### config.mk
export PLATFORM = sky130hd
export DESIGN_NAME = exc_ctrl
export DESIGN_NICKNAME = d
export VERILOG_FILES = /design/src/rtl/exc_ctrl.sv
export SDC_FILE = /design/constraint.sdc
export NUM_CORES = 1
export LEC_CHECK = 0
export BUFFER_PORTS_ARGS = -buffer_cell sky130_fd_sc_hd__buf_2
export CELL_PAD_IN_SITES_DETAIL_PLACEMENT = 0
export CELL_PAD_IN_SITES_GLOBAL_PLACEMENT = 1
export CORE_MARGIN = 4
export CORE_UTILIZATION = 29
export DETAILED_ROUTE_END_ITERATION = 10
export PLACE_DENSITY_LB_ADDON = 0.12
export SYNTH_ARGS = -nofsm -noshare
export SYNTH_HDL_FRONTEND = slang
export SYNTH_SLANG_ARGS = --single-unit
### constraint.sdc
create_clock -name clk -period 2 [get_ports clk]
set_input_delay 0.1 -clock clk [delete_from_list [all_inputs] [get_ports clk]]
set_output_delay 0.1 -clock clk [all_outputs]
set_load 0.01 [all_outputs]
### src/rtl/exc_ctrl.sv
// exc_ctrl: precise exception/interrupt controller with Status/Cause/EPC, flush and PC redirect
module exc_ctrl #(
  parameter logic [31:0] HANDLER_ADDR = 32'h0000_0008,
  parameter int          SYNC_STAGES  = 2
) (
  input  logic        clk,
  input  logic        rst,
  input  logic        ex_valid,
  input  logic        ex_ov,
  input  logic [31:0] ex_pc,
  input  logic        id_valid,
  input  logic        id_syscall,
  input  logic        id_eret,
  input  logic [31:0] id_pc,
  input  logic        intr,
  input  logic        cp0_we,
  input  logic [4:0]  cp0_addr,
  input  logic [31:0] cp0_wdata,
  output logic [31:0] cp0_rdata,
  output logic        flush,
  output logic        pc_redirect,
  output logic [31:0] redirect_pc,
  output logic        intr_ack
);
  typedef enum logic {RUN, SETTLE} state_t;
  state_t state_q, state_d;
  logic [1:0] status_q, status_d;
  logic [4:0] code_q, code_d;
  logic [31:0] epc_q, epc_d;
  logic [SYNC_STAGES-1:0] sync_q, sync_d;
  logic prev_q, prev_d, pend_q, pend_d;
  logic run, take_ov, take_sys, do_eret, take_int, take, mtc0_status;
  logic unused_ok;
  assign unused_ok = ^cp0_wdata[31:2];
  always_comb begin
    run = (state_q == RUN) && !rst;
    take_ov = run & ex_valid & ex_ov;
    take_sys = run & ~take_ov & id_valid & id_syscall;
    do_eret = run & ~take_ov & ~take_sys & id_valid & id_eret;
    take_int = run & ~take_ov & ~take_sys & ~id_eret & id_valid & pend_q & status_q[0] & ~status_q[1];
    take = take_ov | take_sys | take_int;
    flush = take | do_eret;
    pc_redirect = flush;
    redirect_pc = take ? HANDLER_ADDR : do_eret ? epc_q : 32'h0;
    intr_ack = take_int;
    sync_d = {sync_q[SYNC_STAGES-2:0], intr};
    prev_d = sync_q[SYNC_STAGES-1];
    pend_d = (pend_q & ~take_int) | (sync_q[SYNC_STAGES-1] & ~prev_q);
    mtc0_status = cp0_we & ex_valid & (cp0_addr == 5'd12);
    // a same-cycle mtc0 lands first; exception entry/return then owns EXL
    status_d[0] = mtc0_status ? cp0_wdata[0] : status_q[0];
    status_d[1] = take | (~do_eret & (mtc0_status ? cp0_wdata[1] : status_q[1]));
    code_d = take_ov ? 5'd12 : take_sys ? 5'd8 : take_int ? 5'd0 : code_q;
    // nested exceptions keep the original return address
    epc_d = (take & ~status_q[1]) ? (take_ov ? ex_pc : id_pc) : epc_q;
    state_d = flush ? SETTLE : RUN;
    cp0_rdata = (cp0_addr == 5'd12) ? {30'h0, status_q} :
                (cp0_addr == 5'd13) ? {21'h0, pend_q, 3'h0, code_q, 2'h0} :
                (cp0_addr == 5'd14) ? epc_q : 32'h0;
  end
  always_ff @(posedge clk or posedge rst) begin
    if (rst) begin
      state_q <= RUN;
      status_q <= '0;
      code_q <= '0;
      epc_q <= '0;
      sync_q <= '0;
      prev_q <= 1'b0;
      pend_q <= 1'b0;
    end else begin
      state_q <= state_d;
      status_q <= status_d;
      code_q <= code_d;
      epc_q <= epc_d;
      sync_q <= sync_d;
      prev_q <= prev_d;
      pend_q <= pend_d;
    end
  end
endmodule

== Word-level counts from Yosys, hierarchy flattened ==
Cells that the tools add are included.

* Bits in latches: 0
* Word-level logic and storage cells: 57
* Memory bits (writable): 0
* Bits in registers: 44
* Memories: 0
* ROM bits: 0
* Input port bits: 110
* Output and inout port bits: 67

* Add/subtract/negate cells: 0
* Multipliers: 0
* Muxes and demuxes: 11
* Shifts and indexed selects: 0
* Magnitude comparators: 0
* Equality and inequality tests: 3
* Reductions and logical operators: 3
* Div/mod/pow operators: 0
* Bitwise logic cells: 32

{| class="wikitable"
|+ Operators by type and width
! kind !! count
|-
| two-way mux 32 bit || 6
|-
| bitwise AND 1 bit || 19
|-
| == test 5 x 4 -> 1 bit, second input constant || 3
|-
| two-way mux 5 bit || 3
|-
| inverter 1 bit || 8
|-
| bitwise OR 1 bit || 5
|-
| nonzero test 3 bit || 1
|-
| two-way mux 1 bit || 2
|-
| logical AND 1 bit || 1
|-
| logical NOT 1 bit || 1
|}

== Longest topological paths before layout ==
* Depth after elaboration: 18
* Mapped depth: 7
* Gate-level depth less buffers: 4

== Least setup slack after synthesis ==
OpenSTA, ideal clock, no wires.

* Path kind: register -> register
* From: register state_q
* To: register epc_q[2]
* Slack: 315 ps
* Stages on the path, launching flop included: 7
* Clock period less this slack: 1,685 ps
* Path buffers: 2
* Setup time: 73 ps
* Arrival: 1,612 ps
* Cells stage by stage: dfrtp_1 or2_1 buf_6 a2111oi_4 buf_6 nor2_1 a21oi_2

* Word-level cells in the longest chain between the ends: 17

{| class="wikitable"
|+ RTL lines
! item !! RTL line !! RTL
|-
| start: declaration || 26 || <nowiki>state_t state_q, state_d;</nowiki>
|-
| start signal: assignment || 71 || <nowiki>state_q <= state_d;</nowiki>
|-
| inverter 1 bit (*) || 36 || <nowiki>run = (state_q == RUN) && !rst;</nowiki>
|-
| logical AND 1 bit (*) || 36 ||
|-
| bitwise AND 1 bit (2 in a row) || 37 || <nowiki>take_ov = run & ex_valid & ex_ov;</nowiki>
|-
| inverter 1 bit || 38, 40 ||
|-
| bitwise AND 1 bit || 38, 40 ||
|-
| bitwise AND 1 bit (2 in a row) || 38 || <nowiki>take_sys = run & ~take_ov & id_valid & id_syscall;</nowiki>
|-
| inverter 1 bit || 40 || <nowiki>take_int = run & ~take_ov & ~take_sys & ~id_eret & id_valid & pend_q & status_q[0] & ~status_q[1];</nowiki>
|-
| bitwise AND 1 bit (6 in a row) || 40 ||
|-
| bitwise OR 1 bit || 41 || <nowiki>take = take_ov | take_sys | take_int;</nowiki>
|-
| bitwise AND 1 bit || 55 || <nowiki>epc_d = (take & ~status_q[1]) ? (take_ov ? ex_pc : id_pc) : epc_q;</nowiki>
|-
| end signal: assignment || 74 || <nowiki>epc_q <= epc_d;</nowiki>
|-
| end: declaration || 29 || <nowiki>logic [31:0] epc_q, epc_d;</nowiki>
|}

Mark *: on every way between the ends. The rest lies on a longest branch, timed or not.
A chain may end at the register's enable or synchronous reset.

== Worst setup path after layout ==
* From: register state_q
* To: output redirect_pc[31]

* Word-level cells in the longest chain between the ends: 17

{| class="wikitable"
|+ RTL lines
! item !! RTL line !! RTL
|-
| inverter 1 bit (*) || 36 ||
|-
| logical AND 1 bit (*) || 36 ||
|-
| bitwise AND 1 bit (2 in a row) || 37 ||
|-
| inverter 1 bit || 38, 39, 40 ||
|-
| bitwise AND 1 bit || 38, 39, 40 ||
|-
| bitwise AND 1 bit (2 in a row) || 38 ||
|-
| inverter 1 bit || 39, 40 ||
|-
| bitwise AND 1 bit || 39, 40 ||
|-
| bitwise AND 1 bit (5 in a row) || 40 ||
|-
| bitwise OR 1 bit || 41 ||
|-
| two-way mux 32 bit (*) || 44 || <nowiki>redirect_pc = take ? HANDLER_ADDR : do_eret ? epc_q : 32'h0;</nowiki>
|-
| end: declaration || 22 || <nowiki>output logic [31:0] redirect_pc,</nowiki>
|}

Marks and branches as above.

==> impl_metrics.py <==
metrics = {
    "run_status": {
        "run_status": "finished clean",
    },
    "critical_path": {
        "path_depth_of_the_worst_reg2reg_path": 5,
        "worstReg2RegStart": "state_q",
        "maximum_net_fanout_on_the_critical_path": 19,
        "regToRegEndpoint": "epc_q[27]",
        "cp.buffers_inverters": 2,
        "critPathMaxStageDelay_ns": 0.36,
        "arrival_ns": 1.82,
        "critPathLaunchType": "flop",
        "critPathCaptureType": "output pin",
        "startpoint_to_endpoint_class_of_the_critical_path": "flop to output pin",
        "path_delay_family": "simple AND/OR/NAND/NOR gates",
        "worstPathCellList": "or2_4 > nor3b_4 > and3_4 > buf_8 > and2_1 > buf_2",
        "cpMaxStageDelayCell": "sky130_fd_sc_hd__dfrtp_1",
        "crit_required_ns": 1.90,
        "worst-r2r-setup-slack_ns": 0.32,
    },
    "grt": {
        "grt_max_degree": 41,
        "grt_pass1_vias": 2265,
        "grt_util_all_layers_pct": 13.6,
        "grt_overflow_total": 0,
        "antenna_found_initial": 0,
        "grt_pass1_wl_um": 11100,
    },
    "clocking": {
        "htree_num_levels": 2,
        "clk_transition_reported_paths_ns": 0.08,
        "post-cts-setup-buffers": 0,
        "clock-root-buffer": "sky130_fd_sc_hd__clkbuf_8",
        "number_of_buffers_on_the_longest_clock_path": 2,
        "numClockSinks": 41,
        "cts_buffers": 5,
        "insertion_delay_ns": 0.28,
        "tritoncts": "done",
    },
    "timing": {
        "timing.final.setup_violations": 0,
        "min_period_over_period_pct": 95.9,
        "rsz0062_at_grt": "yes",
        "fmaxAchievable_ghz": 0.521,
        "finClkSkew_ns": 0.00624,
        "min_period_ns": 1.92,
        "worst_pin_slew_ns": 0.724,
        "worst_hold_slack_ns": 0.0492,
        "finalHoldViolations": 0,
        "maxSlewViolCount": 0,
        "slew_headroom_pct": 51.6,
    },
    "pwr": {
        "post-layout-total-power_mw": 2.79,
        "irDropWorstVdd_mv": 0.346,
        "static_leakage_nw": 1.77,
        "power_density_nw_per_um2": 787,
    },
    "yosys": {
        "syn_nets": 366,
        "seq_area_frac_synth_pct": 40.6,
        "syn_area_per_cell_um2": 9.87,
        "synth-seq-cells": 41,
        "synth_area_um2": 2530,
        "ys_warn_count": 0,
        "synthCells": 256,
        "synth_cell_types": 29,
    },
    "drt": {
        "detail_route.vias_per_cell": 4.39,
        "num_vias": 2235,
        "route.final.wire_length_um": 6880,
        "wl_per_cell_um": 13.5,
        "drtPass1Iterations": 4,
        "antenna_violating_nets_post_route": 0,
        "drc": 0,
        "drt_iter0_drc": 30,
    },
    "layout": {
        "sequential_cell_area_um2": 1030,
        "num_antenna_cells": 0,
        "final_nets": 513,
        "multi_input_area_um2": 1400,
        "post_route_cells_drive_above_1_share_pct": 50.5,
        "layout.cells.most_common": "sky130_fd_sc_hd__buf_2",
        "n_fill_cell": 880,
        "final_core_utilization_pct": 42.5,
        "layout-area-overhead-vs-synth_pct": 40.1,
        "layout_common_cells": "sky130_fd_sc_hd__buf_2 (146), sky130_fd_sc_hd__and2_1 (58), sky130_fd_sc_hd__dfrtp_1 (41)",
    },
    "hold_path": {
        "min_from": "cp0_wdata[0]",
        "hold_path_end": "status_q[0]",
        "holdPathStages": 2,
        "min-delay-path-class": "input pin to flop",
    },
    "floorplanning": {
        "fp.dieH_um": 101,
        "initial_core_util_pct": 30.3,
        "row_count": 33,
        "top_level_pins": 177,
        "placeableCoreArea_um2": 8340,
        "die_w_um": 101,
        "die_area_um2": 10300,
    },
    "placed_design": {
        "port_buffers": 146,
        "gp_congestion": 0.744,
        "detailed_place_hpwl_um": 5460,
    },
    "flow_run": {
        "drv.max_cap_violation_count": 0,
    },
}
[how the worst max path moves through the flow]
stage	startpoint	to	slack [ns]	depth (start not counted)
finish	state_q	redirect_pc[31]	0.08	6
detailed placement	state_q	redirect_pc[31]	0.23	6
CTS	state_q	redirect_pc[31]	0.004	6
floorplan	state_q	epc_q[2]	0.31	6
global placement	state_q	epc_q[28]	0.22	5
global route	state_q	redirect_pc[29]	-0.02	6
[cell type report]
class,count,area share (%)
inverters,4,0.424
clock inverters,1,0.141
flip-flops and latches,41,29.0
multi-input cells,194,39.5
repair buffers,157,24.6
clock buffers,7,2.72
well taps,105,3.71
[report_power, final]
group	switching, mW	internal [mW]
Sequential	0.239	1.18
Combinational	0.380	0.409
Clock	0.272	0.312
Total	0.891	1.90
[synth_stat cells]
cell type,instances,area share [%]
sky130_fd_sc_hd__nor4_1,1,0.25
sky130_fd_sc_hd__mux2i_1,35,14
sky130_fd_sc_hd__nor3b_2,1,0.49
sky130_fd_sc_hd__a21o_1,2,0.59
sky130_fd_sc_hd__and3_1,2,0.49
sky130_fd_sc_hd__o21bai_1,1,0.30
sky130_fd_sc_hd__mux2_2,1,0.45
sky130_fd_sc_hd__and2_1,58,14
sky130_fd_sc_hd__a21oi_2,28,9.7
sky130_fd_sc_hd__nand3b_1,2,0.59
sky130_fd_sc_hd__a2111oi_4,1,1.1
sky130_fd_sc_hd__or2_2,1,0.25
sky130_fd_sc_hd__buf_4,1,0.30
sky130_fd_sc_hd__o21ai_0,3,0.59
sky130_fd_sc_hd__clkbuf_1,5,0.74
sky130_fd_sc_hd__buf_2,4,0.79
sky130_fd_sc_hd__or2_1,1,0.25
sky130_fd_sc_hd__o22ai_1,1,0.25
sky130_fd_sc_hd__nor2_2,4,0.99
sky130_fd_sc_hd__nor2b_1,3,0.74
sky130_fd_sc_hd__a22oi_1,4,1.2
sky130_fd_sc_hd__inv_1,4,0.59
sky130_fd_sc_hd__buf_6,7,3.1
sky130_fd_sc_hd__nor4bb_1,1,0.40
sky130_fd_sc_hd__a21oi_1,8,1.6
sky130_fd_sc_hd__nand2_1,2,0.30
sky130_fd_sc_hd__dfrtp_1,41,41
sky130_fd_sc_hd__nor2_1,32,4.8
sky130_fd_sc_hd__nor3_1,2,0.40
[state kept, by name, summed over array words and instances (netlist names)]
register  cells
code_q        2
epc_q        32
pend_q        1
prev_q        1
state_q       1
status_q      2
sync_q        2
[routing by layer]
layer / GRT usage, % / vias up / share of wire (%)
met4: 3.99 / 0 / 1.0
li1: - / 1153 / -
met5: 0 / - / 0
met2: 23.8 / 80 / 51
met3: 2.89 / 4 / 7.5
met1: 16.7 / 998 / 41
[kinds of logic (layout without fill, tap and decap cells)]
kind of cell,count (synthesis),in the layout,share of synthesized area [%]
and+or+nand+nor,110,110,24.3
DFF,41,41,40.6
muxes,36,36,14.3
AOI/OAI and AO/OA,48,48,15.3
buffers and inverters,21,169,5.54
[timing repair]
item | in CTS | in global routing
pin swaps | 0 | 1
hold buffers | 2 | 0
hold endpoints to repair | 34 | 0
setup endpoints to repair | 34 | 34
gates resized for setup | 4 | 5
[stage by stage]
stage / TNS [ns] / worst slack (ns) / instance area, µm² / instances
floorplan: 0 / 0.315 / 2530 / 256
global placement: 0 / 0.217 / 3380 / 499
detailed placement: 0 / 0.227 / 3380 / 499
CTS: 0 / 0.00408 / 3510 / 509
global route: -0.0758 / -0.0205 / 3540 / 509
finish: 0 / 0.0819 / 3540 / 509
Power figures use the tool's default switching activity.
